## src/rtl/sprite_pkg.sv

```systemverilog
// rtl/sprite_pkg.sv - shared sprite geometry, arbiter state and response tag types
package sprite_pkg;
    localparam int SPRITE_W = 40;
    localparam int SPRITE_H = 40;
    localparam int ADDR_W = 13;
    localparam int ID_W = 3;
    localparam int COORD_W = 6;
    localparam logic [23:0] TRANSPARENT = 24'hFF00FF;

    typedef enum logic {ARB, BURST} arb_state_t;

    typedef struct packed {
        logic [ID_W-1:0] id;
        logic            oob;
        logic            last;
        logic            valid;
    } rsp_tag_t;
endpackage

```

## src/rtl/rr_pick.sv

```systemverilog
// rtl/rr_pick.sv - combinational round-robin picker scanning from ptr+1 modulo N
module rr_pick #(
    parameter int N = 5,
    parameter int IDX_W = 3
) (
    input  logic [N-1:0]     valid,
    input  logic [IDX_W-1:0] ptr,
    output logic [N-1:0]     grant,
    output logic [IDX_W-1:0] idx,
    output logic             any
);
    logic [IDX_W-1:0] cand;

    always_comb begin
        grant = '0;
        idx = '0;
        any = 1'b0;
        cand = '0;
        for (int i = 1; i <= N; i++) begin
            cand = IDX_W'((int'(ptr) + i) % N);
            if (!any && valid[cand]) begin
                any = 1'b1;
                grant[cand] = 1'b1;
                idx = cand;
            end
        end
    end
endmodule

```

## src/rtl/note_sprite_fetch_arb.sv

```systemverilog
// rtl/note_sprite_fetch_arb.sv - round-robin sprite ROM fetch arbiter with locked row bursts
module note_sprite_fetch_arb #(
    parameter int          NUM_REQ     = 5,
    parameter int          SPRITE_W    = sprite_pkg::SPRITE_W,
    parameter int          SPRITE_H    = sprite_pkg::SPRITE_H,
    parameter int          ADDR_W      = sprite_pkg::ADDR_W,
    parameter logic [23:0] TRANSPARENT = sprite_pkg::TRANSPARENT
) (
    input  logic                   Clk,
    input  logic                   Reset,
    input  logic [NUM_REQ-1:0]     req_valid,
    input  logic [NUM_REQ-1:0]     req_burst,
    input  logic [NUM_REQ*6-1:0]   req_row,
    input  logic [NUM_REQ*6-1:0]   req_col,
    output logic [NUM_REQ-1:0]     req_ready,
    output logic [ADDR_W-1:0]      rom_addr,
    input  logic [23:0]            rom_data,
    output logic                   rsp_valid,
    output logic [2:0]             rsp_id,
    output logic [23:0]            rsp_pixel,
    output logic                   rsp_transparent,
    output logic                   rsp_oob,
    output logic                   rsp_last
);
    import sprite_pkg::*;

    arb_state_t         state;
    logic [ID_W-1:0]    rr_ptr;
    logic [ID_W-1:0]    burst_id;
    logic [COORD_W-1:0] burst_row;
    logic [COORD_W-1:0] col_cnt;
    logic [ADDR_W-1:0]  addr_hold;
    rsp_tag_t           tag_s1;

    logic [NUM_REQ-1:0] pick_valid;
    logic [NUM_REQ-1:0] pick_grant;
    logic [ID_W-1:0]    pick_idx;
    logic               pick_any;
    logic [COORD_W-1:0] g_row;
    logic [COORD_W-1:0] g_col;
    logic               g_oob;
    logic               enter_burst;

    logic               issue;
    logic [ID_W-1:0]    iss_id;
    logic [COORD_W-1:0] iss_row;
    logic [COORD_W-1:0] iss_col;
    logic               iss_oob;
    logic               iss_last;
    logic [ADDR_W-1:0]  addr_calc;

    // Arbitration only happens outside reset and outside a locked burst
    assign pick_valid = (Reset && state == ARB) ? req_valid : '0;

    rr_pick #(.N(NUM_REQ), .IDX_W(ID_W)) u_pick (
        .valid (pick_valid),
        .ptr   (rr_ptr),
        .grant (pick_grant),
        .idx   (pick_idx),
        .any   (pick_any)
    );

    assign req_ready = pick_grant;
    assign g_row = req_row[pick_idx*COORD_W +: COORD_W];
    assign g_col = req_col[pick_idx*COORD_W +: COORD_W];
    assign g_oob = (g_row >= COORD_W'(SPRITE_H)) || (g_col >= COORD_W'(SPRITE_W));
    assign enter_burst = pick_any && req_burst[pick_idx] && !g_oob &&
                         (g_col != COORD_W'(SPRITE_W - 1));

    always_comb begin
        issue = pick_any;
        iss_id = pick_idx;
        iss_row = g_row;
        iss_col = g_col;
        iss_oob = g_oob;
        iss_last = !enter_burst;
        if (state == BURST) begin
            issue = Reset;
            iss_id = burst_id;
            iss_row = burst_row;
            iss_col = col_cnt;
            iss_oob = 1'b0;
            iss_last = (col_cnt == COORD_W'(SPRITE_W - 1));
        end
    end

    assign addr_calc = ADDR_W'(iss_row) * ADDR_W'(SPRITE_W) + ADDR_W'(iss_col);
    assign rom_addr = issue ? addr_calc : addr_hold;

    always_ff @(posedge Clk) begin
        if (!Reset) begin
            state <= ARB;
            rr_ptr <= ID_W'(NUM_REQ - 1);
            burst_id <= '0;
            burst_row <= '0;
            col_cnt <= '0;
            addr_hold <= '0;
            tag_s1 <= '0;
            rsp_valid <= 1'b0;
            rsp_id <= '0;
            rsp_pixel <= '0;
            rsp_transparent <= 1'b0;
            rsp_oob <= 1'b0;
            rsp_last <= 1'b0;
        end else begin
            if (issue) begin
                addr_hold <= addr_calc;
            end
            tag_s1 <= '{id: iss_id, oob: iss_oob, last: iss_last, valid: issue};

            case (state)
                ARB: begin
                    if (pick_any) begin
                        rr_ptr <= pick_idx;
                        if (enter_burst) begin
                            state <= BURST;
                            burst_id <= pick_idx;
                            burst_row <= g_row;
                            col_cnt <= g_col + 1'b1;
                        end
                    end
                end
                BURST: begin
                    if (iss_last) begin
                        state <= ARB;
                    end else begin
                        col_cnt <= col_cnt + 1'b1;
                    end
                end
                default: state <= ARB;
            endcase

            // Tag stage 1 lines up with the ROM's registered read data
            rsp_valid <= tag_s1.valid;
            if (tag_s1.valid) begin
                rsp_id <= tag_s1.id;
                rsp_oob <= tag_s1.oob;
                rsp_last <= tag_s1.last;
                rsp_pixel <= tag_s1.oob ? TRANSPARENT : rom_data;
                rsp_transparent <= tag_s1.oob || (rom_data == TRANSPARENT);
            end else begin
                rsp_id <= '0;
                rsp_oob <= 1'b0;
                rsp_last <= 1'b0;
                rsp_pixel <= '0;
                rsp_transparent <= 1'b0;
            end
        end
    end
endmodule

```

## config.mk

```make
export PLATFORM = sky130hd
export DESIGN_NAME = note_sprite_fetch_arb
export DESIGN_NICKNAME = d
export VERILOG_FILES = /design/src/rtl/sprite_pkg.sv /design/src/rtl/rr_pick.sv /design/src/rtl/note_sprite_fetch_arb.sv
export SDC_FILE = /design/constraint.sdc
export NUM_CORES = 1
export LEC_CHECK = 0
export CORE_UTILIZATION = 54
export CTS_CLUSTER_SIZE = 40
export DETAILED_ROUTE_END_ITERATION = 7
export PLACE_DENSITY = 0.92
export SKIP_CTS_REPAIR_TIMING = 1
export SYNTH_ARGS = -nofsm -noshare
export SYNTH_HDL_FRONTEND = slang
export SYNTH_HIERARCHICAL = 1
export SYNTH_SLANG_ARGS = --single-unit
export TNS_END_PERCENT = 10
```

## constraint.sdc

```tcl
create_clock -name Clk -period 20.8 [get_ports Clk]
set_input_delay 6.24 -clock Clk [delete_from_list [all_inputs] [get_ports Clk]]
set_output_delay 6.24 -clock Clk [all_outputs]
set_load 0.05 [all_outputs]
```

==> results.toml, run 1 <==
[clock_tree]
cts_num_sinks = 69
clockRootBuffer = "clkbuf_8"
cts_tree = "built"
path_clk_slew_ps = 70
cts-htree-levels = 3
insertion_delay_ps = 340
clock_path_buffers = 2
numCtsBuffers = 9

[timing]
fmax_mhz = 50.9
fin_crit_sh_pct = 94.5
fin_crit_ps = 19660
setup_ws_ps = 1140
worst_pin_slew_ps = 1060
timing.hold.ws_ps = 473
setup_viol = 0
slew_viol_final = 0
rsz0062_at_grt = "false"
finalHoldViolCount = 0
skew_ps = 4.15
fin_setup_tns_ps = 0
relSlewSlack_pct = 28.8

[drt]
first_pass_iters = 5
drc = 0
vias = 5752
final_antenna_net_count = 0
wl_per_cell_microns = 17.6
viasPerCell = 6.13
dr.first_iter.drc_count = 473
routed_wl_microns = 16500

[outcome]
status = "completed"

[worst_setup_path]
rr_endpoint = "addr_hold[11]$_SDFF_PN0_"
slowest_delay_ps = 800
r2r-start = "rr_ptr[1]$_SDFFE_PN0P_"
cpLargestDelayFamily = "compound AO/OA/AOI/OAI gates"
path_class = "in2out"
cp_num_buf_inv = 4
crit_path_end_kind = "output pin"
crit_arrival_ps = 13420
crit_start = "Reset"
required_ps = 14560
cpMaxStageDelayCell = "clkdlybuf4s50_1"
ff2ff_path_depth = 30
start_kind = "primary input"
path_cells = "clkdlybuf4s50_1 -> and3_1 -> o21ai_0 -> o211a_1 -> o32ai_1 -> or4_4 -> nor4_4 -> nor2_1 -> a22oi_1 -> inv_1 -> a22o_1 -> mux2i_1 -> inv_1 -> ha_1 -> ha_1 -> fa_1 -> xor2_1 -> o2111ai_1 -> nor2_1 -> nand2_1 -> nor3_1 -> a221o_1 -> clkdlybuf4s50_1"
cp_max_fo = 12
ff2ff_setup_slack_ps = 11590

[global_route]
antenna_found_initial = 0
grt_max_degree = 33
grt_pass1_wl_microns = 27300
grt_util_all_layers_pct = 30.6
grt_overflow_total = 0
grt_pass1_vias = 5769

[placement]
gp_congestion = 0.918
dp_hpwl_microns = 13000
portBuffers = 144
place_inst = 923
post-place-ws_ps = 1400

[die]
core_sq_um = 10300
start_util_pct = 55.4
die_h_microns = 105
row_count = 37
io_pins = 145
die_area_sq_um = 10900
die_w_microns = 105

[logic_synthesis]
synth-warning-count = 6
synth_area_leaders = "dfxtp_1 24%, ha_1 8.6%, nor2_1 4.6%"
seq_area_frac_synth_pct = 24.3
synth-edff-count = 0
ys_ff_latch = 69
netlist.area_leader.share_pct = 24.3
muxShareOfSynthArea_pct = 10.8
synth-xor-area-share_pct = 4.40
async_flop_share_pct = 0
synth_top_family_by_area = "simple AND/OR/NAND/NOR gates"
synth_fa_ha_area_share_pct = 9.63
synthesis.nets = 810
synth_simple_gate_area_share_pct = 24.3
syn_area_sq_um = 5690
syn-mean-instance-area_sq_um = 8.47
synthCells = 672
synth_compound_area_share_pct = 21.0
ys.flop_type = "dfxtp_1"
yosysUniqueCellTypes = 93
synth_area_leader_cell = "dfxtp_1"

[finish]
nNetsFinal = 936
syn2layout_area_growth_pct = 29.4
layout-drive-gt1-share_pct = 10.1
fillers = 795
stdcell_count = 939
num_antenna_cells = 0

[run]
max_cap_viol_count = 0

[min_path]
whs_endpoint = "rsp_id[0]$_SDFF_PN0_"
hp-start = "tag_s1[3]$_SDFF_PN0_"
whs_path_depth = 1
hold_class = "reg2reg"
-- placed cells by master, fill, tap and decap left out, types with 4 or more instances in the layout --
cell / instances
clkdlybuf4s50_1: 144
nor2_1: 70
dfxtp_1: 69
nand2_1: 41
ha_1: 39
a21oi_1: 35
inv_1: 31
o21ai_0: 29
mux2i_1: 25
nor3_1: 25
and2_1: 23
nand3_1: 19
mux2_2: 15
and3_1: 14
xnor2_1: 11
nand4_1: 11
a211oi_1: 11
nand2b_1: 9
nor2b_1: 9
clkbuf_8: 9
a22oi_1: 8
a31oi_1: 8
xor2_1: 8
a22o_1: 7
o22ai_1: 6
and3b_1: 5
or2_2: 5
a21o_1: 5
buf_4: 5
nor3b_1: 5
mux4_2: 4
o211ai_1: 4
o32ai_1: 4
-- kinds of logic after synthesis --
| kind of cell | count (synthesis) |
|---|---|
| compound gates | 161 |
| xor+xnor | 23 |
| fa+ha+maj | 42 |
| buf+inv | 68 |
| flops | 69 |
| mux | 51 |
| simple gates | 258 |
-- metrics by stage --
| step | util (%) | cell area, sq um |
|---|---|---|
| finish | 71.6 | 7360 |
| global route | 71.6 | 7360 |
| CTS | 71.6 | 7360 |
| detailed placement | 69.7 | 7160 |
| global placement | 69.7 | 7160 |
| floorplan | - | 5690 |
-- area by class of cell --
class                   count  area, sq um  share of cell area [%]
multi-input cells         535         4000                    54.3
repair buffers            149         1480                    20.1
flip-flops and latches     69         1380                    18.8
well taps                 136          170                    2.31
inverters                  34          133                    1.80
clock buffers               9          124                    1.68
clock inverters             7         73.8                    1.00
-- cells in the mapped netlist, types with 6 or more instances --
library cell,instances
nand2_1,41
mux2i_1,26
and2_1,23
mux2_2,15
nor2b_1,9
nor3_1,25
inv_1,31
xnor2_1,11
and3_1,14
nand4_1,11
o21ai_0,29
a31oi_1,8
buf_2,9
a211oi_1,11
nand2b_1,9
dfxtp_1,69
a22o_1,7
ha_1,39
a21oi_1,35
xor2_1,8
nand3_1,19
a22oi_1,8
nor2_1,70
o22ai_1,6
clkbuf_1,14
-- state kept, by name (all words and copies together), names as in the netlist --
name             cells
rsp_valid            1
col_cnt              6
rsp_last             1
tag_s1               6
rsp_transparent      1
rsp_oob              1
rr_ptr               3
addr_hold           13
rsp_pixel           24
rsp_id               3
burst_row            6
burst_id             3
state                1
-- routing by layer --
layer / global-route usage, % / up-vias / wire length [microns]
met1: 37.9 / 2684 / 6740
met5: 0 / - / 0
met3: 6.11 / 57 / 1290
met4: 10.7 / 0 / 473
li1: - / 2707 / -
met2: 52.7 / 304 / 7980
-- worst max-delay path by stage --
stage                    to  slack [ps]  cells past startpoint
2_1_floorplan   rom_addr[9]        2340                     22
3_3_place_gp   rom_addr[11]        1630                     24
3_5_place_dp   rom_addr[11]        1400                     23
4_1_cts        rom_addr[11]        1330                     24
5_1_grt        rom_addr[11]         740                     23
6_report       rom_addr[11]        1140                     23
Power of run 1 is left out: the tool's default activity adds up to more than one toggle a clock period on the data nets, which glitch-free logic cannot reach.
==> run 2: changes to the inputs <==
--- a/config.mk
+++ b/config.mk
@@ -11,2 +11,4 @@
 export PLACE_DENSITY = 0.92
+export RECOVER_POWER = 100
+export SETUP_SLACK_MARGIN = 0.02
 export SKIP_CTS_REPAIR_TIMING = 1
--- a/constraint.sdc
+++ b/constraint.sdc
@@ -3,2 +3,2 @@
 set_output_delay 6.24 -clock Clk [all_outputs]
-set_load 0.05 [all_outputs]
+set_load 0.01 [all_outputs]
==> run 2 against run 1 <==
The flow now finishes with violations (capacitance limit, slew limit). Critical endpoint unchanged. Core utilization fell by 0.23 points. Sequential share of layout area rose by 0.061 points. Hold slack got worse by 2.1 ps. Fmax fell by 1.1%. Cell area fell by 0.32%.
==> results.toml, run 2 (synthesis gave the netlist of run 1 again) <==
[global_route]
grt_util_all_layers_pct = 30.4
grt_pass1_vias = 5537
grt_overflow_total = 0
grt_max_degree = 33
antenna_found_initial = 0
grt_pass1_wl_microns = 26900

[clock_tree]
cts-htree-levels = 3
cts_num_sinks = 69
numCtsBuffers = 9
clockRootBuffer = "clkbuf_8"
path_clk_slew_ps = 80
clock_path_buffers = 2
cts_tree = "built"
insertion_delay_ps = 350

[die]
row_count = 37
core_sq_um = 10300
die_w_microns = 105
die_area_sq_um = 10900
die_h_microns = 105
start_util_pct = 55.4
io_pins = 145

[timing]
relSlewSlack_pct = -168
worst_pin_slew_ps = 3920
rsz0062_at_grt = "false"
fin_crit_sh_pct = 95.6
finalHoldViolCount = 0
setup_viol = 0
setup_ws_ps = 923
fin_setup_tns_ps = 0
skew_ps = 8.99
fmax_mhz = 50.3
slew_viol_final = 17
fin_crit_ps = 19880

[finish]
layout_common_cells = "96 x clkdlybuf4s50_1, 70 x nor2_1, 69 x dfxtp_1"
biggestRegsByFlops = "rsp_pixel: 24 flops, addr_hold: 13 flops"
nNetsFinal = 936
top_register = "rsp_pixel"
syn2layout_area_growth_pct = 28.9
num_antenna_cells = 0
largest_reg_flops = 24
fillers = 811
layout-drive-gt1-share_pct = 8.97
final_common_cell = "clkdlybuf4s50_1"

[drt]
final_antenna_net_count = 0
wl_per_cell_microns = 17.8
viasPerCell = 6.16
drc = 0
dr.first_iter.drc_count = 484
vias = 5780
first_pass_iters = 5
routed_wl_microns = 16700

[worst_setup_path]
cp_max_fo = 28
crit_arrival_ps = 13640
crit_path_end_kind = "output pin"
path_class = "in2out"
required_ps = 14560
start_kind = "primary input"

[placement]
dp_hpwl_microns = 12900
post-place-ws_ps = 1590
gp_congestion = 0.902
portBuffers = 144

[run]
max_cap_viol_count = 1

[outcome]
violations = "capacitance limit, slew limit"
status = "complete, but fails checks"

[min_path]
hold_class = "reg2reg"
run 2: changes by cell type in the layout (fill, tap and decap cells not counted), sizes merged:
cell / previous run / this run
clkdlybuf4s50: 144 / 96
dlygate4sd3: 0 / 48
clkinv: 3 / 0
inv: 36 / 38
buf: 5 / 4
bufinv: 1 / 2
clkbuf: 9 / 10
run 2: area by class of cell:
| type | instances | area [sq um] | area share (%) |
|---|---|---|---|
| multi-input cells | 535 | 3950 | 53.8 |
| repair buffers | 149 | 1480 | 20.1 |
| inverters | 34 | 133 | 1.81 |
| well taps | 136 | 170 | 2.32 |
| clock inverters | 7 | 105 | 1.43 |
| flip-flops and latches | 69 | 1380 | 18.8 |
| clock buffers | 9 | 124 | 1.69 |
run 2: worst paths after layout:
| kind | from | to | slack (ps) | cells past startpoint |
|---|---|---|---|---|
| min reg2reg | tag_s1[1]$_SDFF_PN0_ | rsp_last$_SDFF_PN0_ | 470 | 1 |
| min | tag_s1[1]$_SDFF_PN0_ | rsp_last$_SDFF_PN0_ | 470 | 1 |
| max reg2reg | rr_ptr[1]$_SDFFE_PN0P_ | col_cnt[4]$_SDFFE_PN0P_ | 9960 | 21 |
| max | Reset | rom_addr[11] | 920 | 24 |
run 2: per-stage QoR:
step	instances	hold WS (ps)	util (%)	instance area, sq um
after global placement	923	453	69.7	7160
after detailed placement	923	453	69.7	7160
after CTS	939	471	71.9	7390
final	939	471	71.4	7340
after global routing	939	499	71.4	7340
after floorplan	672	440	-	5690
run 2: worst max-delay path: stages:
cell             delay [ps]
dlygate4sd3_1           530
buf_4                   220
and3_1                  270
o21ai_0                 140
o211a_1                 190
o32ai_1                 200
or4_1                   650
nor4_4                  410
nor2_1                  110
a22oi_1                 700
nor3b_1                 790
a22oi_1                 210
o21ai_0                 210
mux2_1                  250
ha_1                    250
ha_1                    240
fa_1                    400
xor2_1                  260
o2111ai_1               200
nor2_1                  180
nand3_1                 100
o21ai_0                 100
a221o_1                 210
clkdlybuf4s50_1         550
run 2: layer usage:
metal	wire length, microns	track usage, %
met4	455	10.8
met2	7990	52.4
met1	6960	38.0
met3	1290	5.43
met5	0	0
Power of run 2 is left out for the same reason.
==> variant 1 (settings of run 1) <==
`ADDR_W`: 13 -> 14.
--- a/src/rtl/sprite_pkg.sv
+++ b/src/rtl/sprite_pkg.sv
@@ -2,7 +2,7 @@
 package sprite_pkg;
     localparam int SPRITE_W = 40;
     localparam int SPRITE_H = 40;
-    localparam int ADDR_W = 13;
+    localparam int ADDR_W = 14;
     localparam int ID_W = 3;
     localparam int COORD_W = 6;
     localparam logic [23:0] TRANSPARENT = 24'hFF00FF;
Ports: changed (resized rom_addr); port bits go from 145 to 146. The function was not compared with the original's and may differ.
==> variant 1 against run 1 <==
Cell area up 2.7%. Core utilization rose by 0.93 points. Synthesized area grew 2.8%. Setup slack worse by 0.30 ns. Routed wire length is 13% higher. Via count increased by 3.7%. Count of clock-buffer cells in the layout increased by 1. Critical path depth rose by 6. Sequential cell count increased by 1. Sequential share of layout area is 0.22 points lower.
Power is left out: the tool's default activity adds up to more than one toggle a clock period on the data nets, which glitch-free logic cannot reach.
==> variant 1: results <==
set metrics [dict create \
    ys_top_cells_by_count "77 x nor2_1, 70 x dfxtp_1, 45 x nand2_1" \
    ys_types 98 \
    nFillCells 723 \
    dpl.hpwl_um 14220 \
    critPathTopFamily "simple AND/OR/NAND/NOR gates" \
    syn-num-nets 825 \
    ys_top_cells_by_area "dfxtp_1 24%, ha_1 8.3%, mux2i_1 5.5%" \
    cp.arrival_ns 13.72 \
    worstReg2RegStart "rr_ptr[0]$_SDFFE_PN0P_" \
    dr_total_vias 5962 \
    drive_above_1_share_pct 10.57 \
    crit_fanout 31 \
    max_stage_delay_ns 0.82 \
    skew_ns 0.01113 \
    reg_top3 "rsp_pixel: 24 flops, addr_hold: 14 flops" \
    outcome "finished clean" \
    insertion_delay_ns 0.36 \
    portBuffers 145 \
    numCtsBuffers 9 \
    gp_congestion 0.9103 \
    worst_pin_slew_ns 1.066 \
    routedWlPerCell_um 19.40 \
    grt_max_degree 34 \
    seq_area_frac_synth_pct 23.95 \
    fin_nets 956 \
    grt_pass1_vias 5875 \
    grt_use_met2_pct 56.82 \
    met3_usage_pct 6.683 \
    track_usage_pct 33.59 \
    drt-initial-drc-count 453 \
    grt_pass1_wl_um 29710 \
    hold_start "addr_hold[10]$_SDFF_PN0_" \
    use_met1_pct 41.89 \
]
## variant 1: per-stage QoR
step	cells	cell area [um^2]	hold slack, ns	setup slack, ns
5_1_grt	959	7556	0.4871	0.5114
3_5_place_dp	943	7326	0.4564	0.9690
6_report	959	7556	0.4864	0.8401
4_1_cts	959	7556	0.4837	0.9282
2_1_floorplan	687	5851	0.4329	2.275
3_3_place_gp	943	7326	0.4406	1.342
## variant 1: kinds of logic (layout without fill, tap and decap cells)
family                   count (synthesis)  in the layout  synth area share [%]
buffers and inverters                   69            205                 5.881
flip-flops                              70             70                 23.95
XOR/XNOR                                25             25                 4.555
multiplexers                            54             54                 10.95
AO/OA/AOI/OAI                          151            151                 19.61
adder cells (fa/ha/maj)                 42             42                 9.367
AND/OR/NAND/NOR                        276            276                 25.68
## variant 1: cell type report
| cell class | count | share of cell area, % |
|---|---|---|
| inverter | 37 | 1.904 |
| timing repair buffer | 152 | 19.87 |
| tap | 136 | 2.252 |
| multi-input combinational | 548 | 54.38 |
| sequential | 70 | 18.55 |
| clock buffer | 10 | 1.821 |
| clock inverter | 6 | 1.225 |
## variant 1: worst min-delay path: cells and delay by family (launching register included)
| kind | cells | cell delay (ns) |
|---|---|---|
| compound gates | 1 | 0.06 |
| flops | 1 | 0.31 |
| buf+inv | 1 | 0.07 |
## variant 1: per-layer routing
metal | up-vias | routed length, um
met5 | - | 0
met4 | 0 | 673
met3 | 67 | 1555
met2 | 323 | 8848
met1 | 2832 | 7529
li1 | 2740 | -
## variant 1: path summary, 6_finish.rpt
| kind | slack [ns] | cells after the start | end |
|---|---|---|---|
| worst max-delay path | 0.84 | 29 | rom_addr[10] |
| worst min-delay path | 0.49 | 2 | addr_hold[10]$_SDFF_PN0_ |
| worst max register to register | 10.99 | 33 | addr_hold[11]$_SDFF_PN0_ |
| worst min register to register | 0.49 | 2 | addr_hold[10]$_SDFF_PN0_ |
==> variant 2 (flow settings as in run 1) <==
Without the edit above. Make the reset (`Reset`) asynchronous in one clocked block.
--- a/src/rtl/note_sprite_fetch_arb.sv
+++ b/src/rtl/note_sprite_fetch_arb.sv
@@ -87,7 +87,7 @@
     assign addr_calc = ADDR_W'(iss_row) * ADDR_W'(SPRITE_W) + ADDR_W'(iss_col);
     assign rom_addr = issue ? addr_calc : addr_hold;
 
-    always_ff @(posedge Clk) begin
+    always_ff @(posedge Clk or negedge Reset) begin
         if (!Reset) begin
             state <= ARB;
             rr_ptr <= ID_W'(NUM_REQ - 1);
Behaviour: differs if Reset is asserted again (counterexample within 4 cycles, from zero or initial values and one cycle with Reset low); with Reset held inactive, the same outputs for 4 cycles.
==> variant 2 against run 1 <==
Synthesized area increased by 2.7%. Routed wire length increased by 0.45%. Critical path depth rose by 2. Sequential share of layout area increased by 4.0 points. Setup slack better by 0.11 ns. Die area increased by 2.6%. Register-to-register slack lost 0.27 ns. Cell area grew 3.1%. Count of clock-buffer cells in the layout up 2. Sequential cell count is the same. First-iteration DRC count is 8.9% higher. Largest cell class unchanged.
Power is left out: it rests on default switching activity, and per cell area and clock period it moved more than threefold.
==> variant 2: results <==
set metrics [dict create \
    syn-num-nets 755 \
    ys_top_cells_by_area "dfrtp_1 29%, ha_1 8.1%, mux2i_1 4.6%" \
    track_usage_pct 30.45 \
    cp_slowest_cell "mux2i_2" \
    grt_pass1_wl_um 26950 \
    dpl.hpwl_um 12220 \
    seq_area_share_pct 22.77 \
    insertion_delay_ns 0.36 \
    bufAreaShareNonClock_pct 19.42 \
    relSlewSlack_pct 24.68 \
    hold_start "tag_s1[4]$_DFF_PN0_" \
    nClkBuffers 11 \
    final.setup.worst_slack_ns 1.252 \
    grt_use_met2_pct 51.17 \
    rr_worst_depth 31 \
    cp.arrival_ns 13.31 \
    drive_above_1_share_pct 11.42 \
    final_area_um2 7589 \
    seq_area_frac_synth_pct 29.58 \
    outcome "finished clean" \
    nFlopsAndLatches 69 \
    dr_total_vias 5447 \
    n_all_inverters 42 \
    synth_xor_area_share_pct 4.840 \
    multi_input_area_share_pct 49.78 \
    final-clk-cell-share_pct 3.693 \
    met3_length_um 1278 \
    route.met2.wl_um 8185 \
    place_area_um2 7308 \
    ys_types 90 \
    use_met1_pct 37.26 \
    multi_input_gates 477 \
    met3_usage_pct 5.947 \
    dp.cells 873 \
    nFillCells 740 \
    drt-initial-drc-count 515 \
    wl_met1_um 6367 \
    crit_fanout 17 \
    ys_top_cells_by_count "68 x dfrtp_1, 47 x nand2_1, 40 x inv_1" \
    muxShareOfSynthArea_pct 13.56 \
]
==> variant 2: cell count changes in the layout (fill, tap and decap cells not counted), moves of 8 or more <==
cell and change:
mux2_2 +9, a22oi_1 -8, nor2_1 -44, a21oi_1 -9, dfxtp_1 -69, o21a_1 +17
dfrtp_1 +68, inv_1 +9, nand3_1 -9, a211oi_1 -9, xnor2_1 +8, nor3_1 -14
and3_1 -10
==> variant 2: worst min path at each step <==
stage                           to  slack [ns]  depth (start not counted)
2_1_floorplan  rsp_valid$_DFF_PN0_        0.41                          0
3_3_place_gp    rsp_last$_DFF_PN0_        0.44                          1
3_5_place_dp   rsp_id[1]$_DFF_PN0_        0.44                          1
4_1_cts        rsp_id[1]$_DFF_PN0_        0.46                          1
5_1_grt        rsp_id[1]$_DFF_PN0_        0.47                          1
6_report       rsp_id[1]$_DFF_PN0_        0.46                          1
